### src/rtl/core_pkg.sv
// Shared types and constants for the writeback stage and its load formatter.
package core_pkg;
    typedef logic [31:0] word_t;
    typedef logic [4:0]  reg_addr_t;

    typedef enum logic [1:0] {
        WB_NONE = 2'd0,
        WB_ALU  = 2'd1,
        WB_LOAD = 2'd2
    } wb_kind_t;

    typedef enum logic {
        S_IDLE      = 1'b0,
        S_WAIT_LOAD = 1'b1
    } wb_state_t;

    localparam logic [2:0] LOAD_LB  = 3'd0;
    localparam logic [2:0] LOAD_LH  = 3'd1;
    localparam logic [2:0] LOAD_LW  = 3'd2;
    localparam logic [2:0] LOAD_LBU = 3'd4;
    localparam logic [2:0] LOAD_LHU = 3'd5;
endpackage

### src/rtl/load_align.sv
// Picks the addressed byte/half out of an aligned memory word and extends it to 32 bits.
module load_align
    import core_pkg::*;
(
    input  logic [2:0] i_funct3,
    input  logic [1:0] i_addr_lo,
    input  word_t      i_rdata,
    output word_t      o_data
);
    logic [7:0]  w_byte;
    logic [15:0] w_half;

    always_comb begin
        w_byte = i_rdata[8*i_addr_lo +: 8];
        // Half lane comes from addr_lo[1] only; misaligned halves never reach here.
        w_half = i_addr_lo[1] ? i_rdata[31:16] : i_rdata[15:0];
        case (i_funct3)
            LOAD_LB:  o_data = {{24{w_byte[7]}}, w_byte};
            LOAD_LH:  o_data = {{16{w_half[15]}}, w_half};
            LOAD_LBU: o_data = {24'd0, w_byte};
            LOAD_LHU: o_data = {16'd0, w_half};
            default:  o_data = i_rdata;
        endcase
    end
endmodule

### src/rtl/wb_unit.sv
// Writeback stage: retires ALU results, waits for and formats load data, drives the
// register-file write port and mirrors it as a forwarding tap for decode.
module wb_unit
    import core_pkg::*;
#(
    parameter int TIMEOUT_CYCLES = 255
) (
    input  logic        clk,
    input  logic        rst,
    input  logic        ex_valid,
    output logic        ex_ready,
    input  logic [1:0]  ex_kind,
    input  reg_addr_t   ex_rd_addr,
    input  word_t       ex_result,
    input  logic [2:0]  ex_funct3,
    input  logic [1:0]  ex_addr_lo,
    input  logic        mem_rvalid,
    input  word_t       mem_rdata,
    output logic        write_en,
    output reg_addr_t   rd_addr,
    output word_t       rd_data,
    output logic        fwd_valid,
    output reg_addr_t   fwd_addr,
    output word_t       fwd_data,
    output logic        load_fault
);
    localparam logic [7:0] CNT_LAST = 8'(TIMEOUT_CYCLES - 1);

    wb_state_t  r_state, w_state_nxt;
    logic       r_we, w_we_nxt;
    logic       r_fault, w_fault_nxt;
    reg_addr_t  r_rd_addr, w_rd_addr_nxt;
    word_t      r_rd_data, w_rd_data_nxt;
    logic [7:0] r_cnt, w_cnt_nxt;
    reg_addr_t  r_ld_rd, w_ld_rd_nxt;
    logic [2:0] r_ld_f3, w_ld_f3_nxt;
    logic [1:0] r_ld_lo, w_ld_lo_nxt;
    word_t      w_aligned;

    load_align u_align (
        .i_funct3  (r_ld_f3),
        .i_addr_lo (r_ld_lo),
        .i_rdata   (mem_rdata),
        .o_data    (w_aligned)
    );

    always_comb begin
        w_state_nxt   = r_state;
        w_we_nxt      = 1'b0;
        w_fault_nxt   = 1'b0;
        w_rd_addr_nxt = r_rd_addr;
        w_rd_data_nxt = r_rd_data;
        w_cnt_nxt     = r_cnt;
        w_ld_rd_nxt   = r_ld_rd;
        w_ld_f3_nxt   = r_ld_f3;
        w_ld_lo_nxt   = r_ld_lo;
        case (r_state)
            S_IDLE: begin
                if (ex_valid) begin
                    if (ex_kind == WB_ALU) begin
                        w_we_nxt      = (ex_rd_addr != '0);
                        w_rd_addr_nxt = ex_rd_addr;
                        w_rd_data_nxt = ex_result;
                    end else if (ex_kind == WB_LOAD) begin
                        w_ld_rd_nxt = ex_rd_addr;
                        w_ld_f3_nxt = ex_funct3;
                        w_ld_lo_nxt = ex_addr_lo;
                        w_cnt_nxt   = '0;
                        w_state_nxt = S_WAIT_LOAD;
                    end
                end
            end
            S_WAIT_LOAD: begin
                // Data arriving on the final counted cycle still wins over the timeout.
                if (mem_rvalid) begin
                    w_we_nxt      = (r_ld_rd != '0);
                    w_rd_addr_nxt = r_ld_rd;
                    w_rd_data_nxt = w_aligned;
                    w_state_nxt   = S_IDLE;
                end else if (r_cnt == CNT_LAST) begin
                    w_fault_nxt = 1'b1;
                    w_state_nxt = S_IDLE;
                end else begin
                    w_cnt_nxt = r_cnt + 8'd1;
                end
            end
            default: w_state_nxt = S_IDLE;
        endcase
    end

    always_ff @(posedge clk) begin
        if (rst) begin
            r_state   <= S_IDLE;
            r_we      <= 1'b0;
            r_fault   <= 1'b0;
            r_rd_addr <= '0;
            r_rd_data <= '0;
            r_cnt     <= '0;
            r_ld_rd   <= '0;
            r_ld_f3   <= '0;
            r_ld_lo   <= '0;
        end else begin
            r_state   <= w_state_nxt;
            r_we      <= w_we_nxt;
            r_fault   <= w_fault_nxt;
            r_rd_addr <= w_rd_addr_nxt;
            r_rd_data <= w_rd_data_nxt;
            r_cnt     <= w_cnt_nxt;
            r_ld_rd   <= w_ld_rd_nxt;
            r_ld_f3   <= w_ld_f3_nxt;
            r_ld_lo   <= w_ld_lo_nxt;
        end
    end

    assign ex_ready   = (r_state == S_IDLE);
    assign write_en   = r_we;
    assign rd_addr    = r_rd_addr;
    assign rd_data    = r_rd_data;
    assign load_fault = r_fault;
    // Register file reads are combinational, so decode needs this cycle's write value.
    assign fwd_valid  = r_we;
    assign fwd_addr   = r_rd_addr;
    assign fwd_data   = r_rd_data;
endmodule

### config.mk
export PLATFORM = sky130hd
export DESIGN_NAME = wb_unit
export DESIGN_NICKNAME = d
export VERILOG_FILES = /design/src/rtl/core_pkg.sv /design/src/rtl/load_align.sv /design/src/rtl/wb_unit.sv
export SDC_FILE = /design/constraint.sdc
export NUM_CORES = 1
export LEC_CHECK = 0
export BUFFER_PORTS_ARGS = -buffer_cell sky130_fd_sc_hd__buf_2
export CAP_MARGIN = 20
export CORE_ASPECT_RATIO = 1.1
export CORE_MARGIN = 2
export CORE_UTILIZATION = 48
export DETAILED_ROUTE_END_ITERATION = 10
export GPL_TIMING_DRIVEN = 1
export PLACE_DENSITY_LB_ADDON = 0.12
export SETUP_SLACK_MARGIN = 0.05
export SLEW_MARGIN = 20
export SYNTH_ARGS = -nofsm -noshare
export SYNTH_HDL_FRONTEND = slang
export SYNTH_SLANG_ARGS = --single-unit
### constraint.sdc
create_clock -name clk -period 2.2 [get_ports clk]
set_clock_uncertainty 0.15 [all_clocks]
set_input_delay 0.11 -clock clk [delete_from_list [all_inputs] [get_ports clk]]
set_output_delay 0.11 -clock clk [all_outputs]
set_load 0.03 [all_outputs]
; ---- After elaboration in Yosys (flattened, before gate mapping)
; Cells that the tools add are included.
[totals]
ff_bits = 58
latch_bits = 0
ram_bits = 0
mem_bits_ro = 0
input_bits = 80
out_inout_bits = 78
word_cells = 60
n_memories = 0
[classes]
n_addsub = 1
n_mul = 0
div_mod_pow = 0
order_cmp = 0
n_eq_ne = 13
n_shift = 1
muxes = 27
n_bitwise = 2
n_reduce_logical = 7
[op_table]
columns = op, n
row1 = $pmux W32 S4, 1
row2 = $mux W32, 3
row3 = $pmux W32 S2, 1
row4 = $mux W8, 5
row5 = $shiftx A32 B6 Y8, 1
row6 = $mux W16, 1
row7 = $pmux W8 S2, 1
row8 = $mux W5, 3
row9 = $ne A2 B2 Y1 const B, 5
row10 = $pmux W5 S2, 1
row11 = $reduce_bool A5 Y1, 2
row12 = $mux W1, 9
row13 = $add A8 B1 Y8 const B, 1
row14 = $eq A8 B8 Y1 const B, 1
row15 = $eq A3 B3 Y1 const B, 2
row16 = $reduce_and A5 Y1, 1
row17 = $ne A2 B1 Y1 const B, 2
row18 = $pmux W1 S2, 2
row19 = $reduce_and A4 Y1, 1
row20 = $eq A3 B1 Y1 const B, 1
row21 = $logic_not A3 Y1, 1
row22 = $reduce_and A3 Y1, 1
row23 = $reduce_or A3 Y1, 1
row24 = $eq A2 B1 Y1 const B, 1
row25 = other kinds (2), 3

; ---- Depth between registers and ports, before layout
; Gate-level depths: netlist (run 1).
[logic_depth]
word_depth = 5
depth_mapped = 7
mapped_depth_nobuf = 6

; ---- Cells and area by module
; From an unflattened synthesis (run 1), not the netlist that was laid out.
[hier_totals]
hier_cells = 430
area_unflattened_um2 = 3766.1
[by_module_without_submodules]
columns = module, instances, cells_each, area_each_um2, seq_area_each_um2
row1 = wb_unit, 1, 312, 3005.4, 1161.1
row2 = load_align, 1, 118, 760.7, 0.0

; ---- Least setup slack after synthesis (run 1)
; Ideal clock, no wire load.
[synth_path]
path_type = reg2reg
startpoint = reg r_ld_f3[0]
endpoint = reg r_rd_data[6] (netlist: fwd_data[6])
setup_ns = 0.134
arrival_time_ns = 1.680
required_time_ns = 1.916
slack_ns = 0.236
stages_incl_launch_ff = 7
cell_sequence = dfxtp_1 -> nand2b_1 -> clkbuf_1 -> clkbuf_1 -> mux2_2 -> a221oi_1 -> a211oi_1
[synth_via]
elab_chain_cells = 4
elab_cells_between_ends = 7
cone_classes = eq/ne (3) / mux (3) / reduce/logical (1)
[synth_rtl]
columns = item, line
row1 = "start, declared", wb_unit.sv:36  ; logic [2:0] r_ld_f3, w_ld_f3_nxt;
row2 = "start signal, assigned", wb_unit.sv:110  ; r_ld_f3 <= w_ld_f3_nxt;
row3 = "$eq A3 B3 Y1, or another cell as far along", load_align.sv:17  ; case (i_funct3)
row4 = $pmux W32 S4 (*), load_align.sv:17
row5 = $mux W32 (*), wb_unit.sv:75  ; if (mem_rvalid) begin
row6 = $pmux W32 S2 (*), wb_unit.sv:57  ; case (r_state)
row7 = "end signal, assigned", wb_unit.sv:107  ; r_rd_data <= w_rd_data_nxt;
row8 = "end, declared", wb_unit.sv:33  ; word_t r_rd_data, w_rd_data_nxt;
; Mark *: on every way between the ends. The rest lies on a longest branch, timed or not. The select of a mux whose other input is x is not followed.
; A chain may end at the register's enable or synchronous reset.

; ---- Worst setup path after layout (run 1)
[layout_path]
startpoint = reg r_state
endpoint = out ex_ready
[layout_via]
elab_chain_cells = 1
[layout_rtl]
columns = item, line
row1 = "start, declared", wb_unit.sv:29  ; wb_state_t r_state, w_state_nxt;
row2 = "start signal, assigned", wb_unit.sv:103  ; r_state <= w_state_nxt;
row3 = $not A1 Y1 (no source line), n/a
row4 = "end, declared", wb_unit.sv:11  ; output logic ex_ready,
; Every way passes these cells.

==> impl_metrics.tcl, run 1 <==
set metrics [dict create \
    syn_area_per_cell_um2 8.130 \
    io_buffers 157 \
    min_period_ns 2.041 \
    dr.pass1.iters 5 \
    nFillCells 624 \
    start_util 0.4961 \
    tns_ns 0 \
    slowest_stage "buf_4" \
    gp_congestion 0.8409 \
    grt_use_total 0.2716 \
    leakage_nw 2.173 \
    grt_max_degree 41 \
    h-tree-depth 3 \
    tightest_slew_ns 0.5812 \
    place_ws_ns 0.1949 \
    stdcell_count 680 \
    whs_ns 0.003651 \
    async_reset_ff_frac 0 \
    grt-ovfl-total 0 \
    cp_data_arrival_time_ns 1.78 \
    worstSetupPathType "reg -> out" \
    die_w_um 85.37 \
    drtIter0Drc 229 \
    area_delta_synth_final_pct 35.72 \
    min_period_over_period 0.9275 \
    cts_setup_buffers 0 \
    syn-num-nets 512 \
    max_stage_delay_ns 0.44 \
    clock-root-buffer "clkbuf_8" \
    final_core_util 0.6733 \
    setup_viol 0 \
    io_pins 158 \
    route.met3.wl_um 668 \
    wl_met1_mm 4.556 \
    ir_drop_mv 0.3905 \
    wl_per_cell_um 16.47 \
    grt_pass1_vias 3495 \
    insertion_delay_ns 0.35 \
    synth_cell_types 45 \
    slew_headroom 0.6126 \
    clkSinkCount 58 \
    place_area_mm2 0.004114 \
    dp_hpwl_mm 7.623 \
    netlist_instances 430 \
    hold_violations 0 \
    grt_pass1_wl_mm 16.93 \
    ys_seq_area_frac 0.3321 \
    hold_path.class "in -> reg" \
    layout_setup_ws_ns 0.1595 \
    max_cap_violations 0 \
    fin_area_mm2 0.004745 \
    top_layer "met4" \
    startpoint_type "register" \
    tritoncts "done" \
    synthFlopType "dfxtp_1" \
    critical_path_required_ns 1.94 \
    nets 672 \
    cts.path.max_buffers 2 \
    fmax_mhz 490.1 \
    p_per_area_mw_per_mm2 566.7 \
    timing_max_transition_violations_final 0 \
    crit_buf_inv 4 \
    drt-total-wl_mm 11.20 \
    fp.coreArea_mm2 0.007047 \
    drc 0 \
    cts_buffers 9 \
    cp_top_family "buffers and inverters" \
    dp.cells 619 \
    route.met2.wl_mm 5.711 \
    crit_path_frequent_cell "buf_4" \
    synth-seq-cells 58 \
    clk_pin_slew_worst_paths_ns 0.07 \
    syn-cell-area_mm2 0.003496 \
    path_max_fanout 40 \
    ys_warn_count 0 \
    antennaDiodeCount 0 \
    rows 32 \
    path_cells "buf_4 -> clkinv_1 -> buf_4 -> buf_2" \
    synth_edf_count 0 \
    power_mw 2.689 \
    vias 3816 \
    die_h_um 93.51 \
    antenna_found_initial 0 \
    rsz0062_at_grt "false" \
    die-area_mm2 0.007983 \
    via_per_inst 5.612 \
    layout-drive-gt1-share 0.3479 \
    outcome "finished, final reports clean" \
    ant_nets 0 \
    end_kind "output pin" \
]
-- Yosys cell counts, drive strengths merged, types with 9 or more instances --
cell type / number / share of area
nand3b: 9 / 0.019
clkbuf: 24 / 0.026
inv: 12 / 0.013
a21oi: 13 / 0.019
buf: 46 / 0.096
a221oi: 17 / 0.043
dfxtp: 58 / 0.33
nor2: 48 / 0.052
a211oi: 13 / 0.028
nand2: 56 / 0.060
mux2i: 26 / 0.074
mux2: 15 / 0.048
o22ai: 16 / 0.029
-- power breakdown --
part	internal [mW]	switching, mW
clock network	0.433	0.451
logic	0.274	0.399
registers	1.10	0.0353
-- routing by layer --
metal | track usage | vias to the layer above
met5 | 0 | -
met4 | 0.1098 | 0
met3 | 0.04590 | 23
met2 | 0.4837 | 165
met1 | 0.3213 | 1792
li1 | - | 1836
-- flip-flops by register name, indices dropped and copies added, names as in the netlist --
signal	flops
fwd_data	32
r_cnt	8
fwd_addr	5
r_ld_rd	5
r_ld_f3	3
r_ld_lo	2
fwd_valid	1
load_fault	1
r_state	1
-- path summary, 6_finish.rpt --
| path | start | end | slack [ns] | cells after the start |
|---|---|---|---|---|
| worst max-delay path | r_state | ex_ready | 0.16 | 4 |
| worst min-delay path | ex_result[8] | fwd_data[8] | 0.004 | 3 |
| worst max register to register | r_ld_lo[1] | fwd_data[25] | 0.18 | 4 |
| worst min register to register | r_ld_rd[2] | r_ld_rd[2] | 0.32 | 2 |
-- what timing repair did --
action,CTS,global route
hold buffers,45,0
resized for setup,0,1
hold endpoints to repair,43,0
endpoints found under the setup margin,0,8
-- cell type report --
| class | instances | area [um2] | area share |
|---|---|---|---|
| repair buffers | 219 | 1376 | 0.2901 |
| well taps | 85 | 106.4 | 0.02242 |
| clock buffers | 11 | 141.4 | 0.02980 |
| multi-input cells | 289 | 1881 | 0.3964 |
| inverters | 13 | 48.80 | 0.01028 |
| flip-flops and latches | 58 | 1161 | 0.2447 |
| clock inverters | 5 | 30.03 | 0.006329 |
-- worst min-delay path, stage by stage --
cell,delay (ns)
buf_2,0.11
o221ai_1,0.16
a221oi_1,0.07
-- cell families (layout without fill, tap and decap cells) --
family / Yosys count / after routing / share of synthesized area
AND/OR/NAND/NOR: 139 / 139 / 0.1797
AO/OA/AOI/OAI: 104 / 104 / 0.2147
buffers and inverters: 83 / 248 / 0.1360
flip-flops: 58 / 58 / 0.3321
multiplexers: 41 / 41 / 0.1228
XOR/XNOR: 3 / 3 / 0.007517
adder cells (fa/ha/maj): 2 / 2 / 0.007157
-- cells in the final DEF, fill, tap and decap left out, types with 3 or more instances in the layout --
master           n
a211oi_1        13
a21o_1           8
a21oi_1         13
a221oi_1        17
a22oi_1          8
buf_2          157
buf_4           16
clkbuf_8        10
clkinv_2         3
dfxtp_1         58
dlygate4sd3_1   45
inv_1           12
mux2_2          15
mux2i_1         26
nand2_1         56
nand3_1          8
nand3b_1         9
nor2_1          48
o21ai_0          8
o221ai_1         8
o22ai_1         16
or4_1            3
xor2_1           3
Power figures use the tool's default switching activity.
==> run 2: changes to the inputs <==
--- a/config.mk
+++ b/config.mk
@@ -5,6 +5,7 @@
 export SDC_FILE = /design/constraint.sdc
 export NUM_CORES = 1
 export LEC_CHECK = 0
+export ABC_AREA = 1
 export BUFFER_PORTS_ARGS = -buffer_cell sky130_fd_sc_hd__buf_2
 export CAP_MARGIN = 20
 export CORE_ASPECT_RATIO = 1.1
@@ -12,6 +13,7 @@
 export CORE_UTILIZATION = 48
 export DETAILED_ROUTE_END_ITERATION = 10
 export GPL_TIMING_DRIVEN = 1
+export HOLD_SLACK_MARGIN = 0.08
 export PLACE_DENSITY_LB_ADDON = 0.12
 export SETUP_SLACK_MARGIN = 0.05
 export SLEW_MARGIN = 20
==> run 2 against run 1 <==
Design area rose by 6.1%; sequential power barely moved; cell count rose by 22%; synthesized cell count rose by 30%; critical path depth did not move; synthesized area rose by 3.5%; via count rose by 12%; first-iteration DRC count rose by 15%; die area rose by 3.3%; power rose by 5.1%.
==> impl_metrics.tcl, run 2 <==
set metrics [dict create \
    grt_pass1_vias 3937 \
    synth-seq-cells 58 \
    io_buffers 157 \
    drc 0 \
    clock-root-buffer "clkbuf_8" \
    nets 821 \
    syn-num-nets 643 \
    netlist_instances 561 \
    mostFrequentLayoutCells "157 x buf_2, 132 x nand2_1, 89 x a21oi_1" \
    outcome "finished, final reports clean" \
    synth_top_area_cell "dfxtp_1" \
    via_per_inst 5.146 \
    startpoint_type "register" \
    setup_viol 0 \
    drtIter0Drc 263 \
    min_period_ns 1.915 \
    fin_area_mm2 0.005032 \
    dp_hpwl_mm 7.562 \
    min_period_over_period 0.8703 \
    syn_area_per_cell_um2 6.450 \
    synth_cell_types 34 \
    yosysMostFrequentCell "nand2_1" \
    yosys-top-cells-area "dfxtp_1 32%, nand2_1 14%, a21oi_1 12%" \
    fp.coreArea_mm2 0.007391 \
    stdcell_count 831 \
    rows 33 \
    ys_seq_area_frac 0.3209 \
    path_cells "buf_4 -> inv_2 -> nor4_1 -> dlygate4sd3_1" \
    clkSinkCount 58 \
    h-tree-depth 3 \
    vias 4276 \
    area_delta_synth_final_pct 39.07 \
    die-area_mm2 0.008250 \
    wl_per_cell_um 14.01 \
    antennaDiodeCount 0 \
    yosys.area.top_type_share 0.3209 \
    rrSetupSlack_ns 0.29 \
    layout-drive-gt1-share 0.2849 \
    max_cap_violations 0 \
    grt-ovfl-total 0 \
    start_util 0.4896 \
    whs_ns 0.08511 \
    slowest_stage "dlygate4sd3_1" \
    cp_data_arrival_time_ns 2.04 \
    synthFlopType "dfxtp_1" \
    critical_path_required_ns 2.33 \
    tightest_slew_ns 0.4496 \
    ir_drop_mv 0.4150 \
    io_pins 158 \
    p_per_area_mw_per_mm2 561.7 \
    insertion_delay_ns 0.34 \
    synth_edf_count 0 \
    worstSetupPathType "reg -> reg" \
    leakage_nw 2.542 \
    cts_buffers 9 \
    grt_pass1_wl_mm 17.98 \
    ant_nets 0 \
    path_max_fanout 26 \
    hold_path.class "in -> reg" \
    final_common_cell "buf_2" \
    die_w_um 86.79 \
    tns_ns 0 \
    max_stage_delay_ns 0.58 \
    final_core_util 0.6809 \
    place_area_mm2 0.004131 \
    slew_headroom 0.6992 \
    cts.path.max_buffers 2 \
    yosys-top-cells-count "132 x nand2_1, 89 x a21oi_1, 58 x dfxtp_1" \
    tritoncts "done" \
    die_h_um 95.06 \
    fmax_mhz 522.3 \
    syn-cell-area_mm2 0.003618 \
    dp.cells 742 \
    gp_congestion 0.8633 \
    cp_top_family "buffers and inverters" \
    clk_pin_slew_worst_paths_ns 0.07 \
    antenna_found_initial 0 \
    grt_use_total 0.2751 \
    crit_buf_inv 3 \
    rsz0062_at_grt "false" \
    grt_max_degree 51 \
    hold_violations 0 \
    ys_warn_count 0 \
    dr.pass1.iters 5 \
    largest_reg_flops 32 \
    drt-total-wl_mm 11.65 \
    cts_resized 0 \
    end_kind "register" \
    timing_max_transition_violations_final 0 \
    async_reset_ff_frac 0 \
]
## run 2: path summary, 6_finish.rpt
path                  from      endpoint  cells after the start
max                r_state    load_fault                      4
max reg2reg        r_state    load_fault                      4
min          mem_rdata[31]  fwd_data[31]                      5
min reg2reg     r_ld_rd[4]    r_ld_rd[4]                      2
## run 2: power by group
group	internal, mW	switching, mW
clock	0.403	0.461
combinational	0.308	0.504
sequential	1.11	0.0416
total	1.82	1.01
## run 2: timing repair
item | 4_1_cts | 5_1_grt
hold buffers | 73 | 0
endpoints found under the hold margin | 56 | 0
buffers inserted | 0 | 0
## run 2: per-stage QoR
step	total power [mW]	setup slack [ns]
detailed placement	1.874	0.4302
finish	2.827	0.2854
floorplan	1.706	0.8055
CTS	2.840	0.3112
global route	2.976	0.1540
global placement	1.871	0.4564
## run 2: area by class of cell
type / count / area (um2)
clock buffer: 9 / 123.9
timing repair buffer: 239 / 1597
fill: 675 / 2359
inverter: 39 / 146.4
clock inverter: 7 / 46.29
sequential: 58 / 1161
multi-input combinational: 392 / 1849
tap: 87 / 108.9
## run 2: cell families after synthesis
| kind of cell | Yosys count | share of synthesized area |
|---|---|---|
| AND/OR/NAND/NOR | 235 | 0.2832 |
| AO/OA/AOI/OAI | 154 | 0.2185 |
| buffers and inverters | 111 | 0.1681 |
| flip-flops | 58 | 0.3209 |
| adder cells (fa/ha/maj) | 2 | 0.006915 |
| XOR/XNOR | 1 | 0.002421 |
## run 2: worst register-to-register path: cells and delay by family (launching register included)
family	cells	cell delay, ns
AND/OR/NAND/NOR	1	0.31
flip-flops	1	0.37
buffers and inverters	3	1.03
## run 2: metal layers
layer	part of all wire	up-vias	GRT usage
met5	0	-	0
li1	-	2157	-
met4	0.011	0	0.06641
met3	0.063	14	0.05714
met2	0.51	172	0.4943
met1	0.41	1933	0.3335
==> run 3: changes to the inputs <==
--- a/config.mk
+++ b/config.mk
@@ -8,9 +8,11 @@
 export ABC_AREA = 1
 export BUFFER_PORTS_ARGS = -buffer_cell sky130_fd_sc_hd__buf_2
 export CAP_MARGIN = 20
+export CELL_PAD_IN_SITES_DETAIL_PLACEMENT = 1
+export CELL_PAD_IN_SITES_GLOBAL_PLACEMENT = 1
 export CORE_ASPECT_RATIO = 1.1
 export CORE_MARGIN = 2
-export CORE_UTILIZATION = 48
+export CORE_UTILIZATION = 32
 export DETAILED_ROUTE_END_ITERATION = 10
 export GPL_TIMING_DRIVEN = 1
 export HOLD_SLACK_MARGIN = 0.08
==> run 3 against run 2 <==
Utilization shrank 21 points; sequential share of layout area decreased by 0.52 points; global-route usage is 5.2 points lower; register-to-register slack gained 0.08 ns; cell count up 6.4%; first-iteration DRC count shrank 39%; critical endpoint is now fwd_data[20]; largest power group is now clock.
==> impl_metrics.tcl, run 3 (synthesis results as in run 2) <==
set metrics [dict create \
    holdPathEnd "fwd_data[9]" \
    timing_max_transition_violations_final 0 \
    hold_violations 0 \
    die-area_mm2 0.01218 \
    min_period_ns 1.831 \
    setup_viol 0 \
    grt-ovfl-total 0 \
    dp_hpwl_mm 9.190 \
    startpoint_type "register" \
    drtIter0Drc 160 \
    tns_ns 0 \
    wl_per_cell_um 15.49 \
    vias 4262 \
    tritoncts "done" \
    place_area_mm2 0.004209 \
    via_per_inst 4.821 \
    reg2reg_from "r_ld_lo[1]" \
    ant_nets 0 \
    fmax_mhz 546.2 \
    mostFrequentLayoutCells "157 x buf_2, 132 x nand2_1, 89 x a21oi_1" \
    reg2reg_depth 7 \
    io_pins 158 \
    cp_data_arrival_time_ns 1.94 \
    layout-drive-gt1-share 0.2908 \
    fin_area_mm2 0.005147 \
    final_core_util 0.4696 \
    grt_pass1_vias 4282 \
    critical_path_required_ns 2.30 \
    max_cap_violations 0 \
    clock-root-buffer "clkbuf_16" \
    grt_max_degree 43 \
    grt_pass1_wl_mm 21.54 \
    layout_setup_ws_ns 0.3692 \
    io_buffers 157 \
    cts_setup_buffers 0 \
    drt-total-wl_mm 13.69 \
    drc 0 \
    holdPathStages 5 \
    place_ws_ns 0.3769 \
    slew_headroom 0.6879 \
    insertion_delay_ns 0.33 \
    clk_pin_slew_worst_paths_ns 0.06 \
    outcome "finished, final reports clean" \
    clkSinkCount 58 \
    final_common_cell "buf_2" \
    gp_congestion 0.8024 \
    min_from "mem_rdata[9]" \
    cts_buffers 9 \
    largest_reg_flops 32 \
    p_per_area_mw_per_mm2 665.8 \
    path_max_fanout 24 \
    rrSetupSlack_ns 0.37 \
    antenna_found_initial 1 \
    die_w_um 105.4 \
    die_h_um 115.5 \
    fp.coreArea_mm2 0.01096 \
    timing.rr.end "fwd_data[20]" \
    hold_path.class "in -> reg" \
    start_util 0.3301 \
    ir_drop_mv 0.3427 \
    dr.pass1.iters 4 \
    area_delta_synth_final_pct 42.25 \
    leakage_nw 2.579 \
    h-tree-depth 3 \
    min_period_over_period 0.8322 \
    nets 813 \
    rows 40 \
    grt_use_total 0.2230 \
    worstSetupPathType "reg -> reg" \
    rsz0062_at_grt "false" \
    tightest_slew_ns 0.4665 \
    end_kind "register" \
    cts.path.max_buffers 2 \
]
-- run 3: layer usage --
metal / track usage / share of wire
met5: 0 / 0.00080
met4: 0.06933 / 0.015
met3: 0.03993 / 0.034
met2: 0.4151 / 0.53
met1: 0.2602 / 0.42
-- run 3: worst max path at each step --
stage,startpoint,end,cells after the start
2_1_floorplan,r_cnt[0],r_cnt[6],10
3_3_place_gp,r_ld_lo[1],fwd_data[11],7
3_5_place_dp,r_ld_lo[1],fwd_data[18],7
4_1_cts,r_ld_lo[1],fwd_data[29],7
5_1_grt,r_ld_lo[1],fwd_data[29],7
6_report,r_ld_lo[1],fwd_data[20],7
-- run 3: metrics by stage --
step / power, mW / cells / hold WS (ns)
6_report: 3.427 / 884 / 0.07928
5_1_grt: 3.573 / 883 / 0.1067
4_1_cts: 3.437 / 883 / 0.08083
3_5_place_dp: 1.895 / 804 / 0.1712
3_3_place_gp: 1.891 / 804 / 0.1714
2_1_floorplan: 1.706 / 561 / 0.03866
-- run 3: layout make-up --
class	count	area [um2]
inverter	39	146.4
clock buffer	11	252.7
timing repair buffer	231	1499
multi-input combinational	392	1849
tap	147	183.9
sequential	58	1161
antenna	1	2.502
clock inverter	5	52.55
fill	1471	5813
-- run 3: where the power goes --
group	total (mW)	internal, mW	switching, mW	leakage [nW]
sequential	1.15	1.11	0.0446	0.474
clock	1.46	0.932	0.530	0.151
combinational	0.810	0.297	0.513	1.95
total	3.43	2.34	1.09	2.58
-- run 3: worst max-delay path, cell delays in order (launching register included) --
cell and delay (ns):
dfxtp_1 0.35, inv_2 0.33, nand3_1 0.12, nand2_1 0.11, nand2_2 0.29, nand3_1 0.17
nand2_1 0.08, a21oi_1 0.15
-- run 3: what timing repair did --
item                                   CTS  global route
hold buffers                            63             0
endpoints found under the hold margin   55             0
resized for setup                        0             0
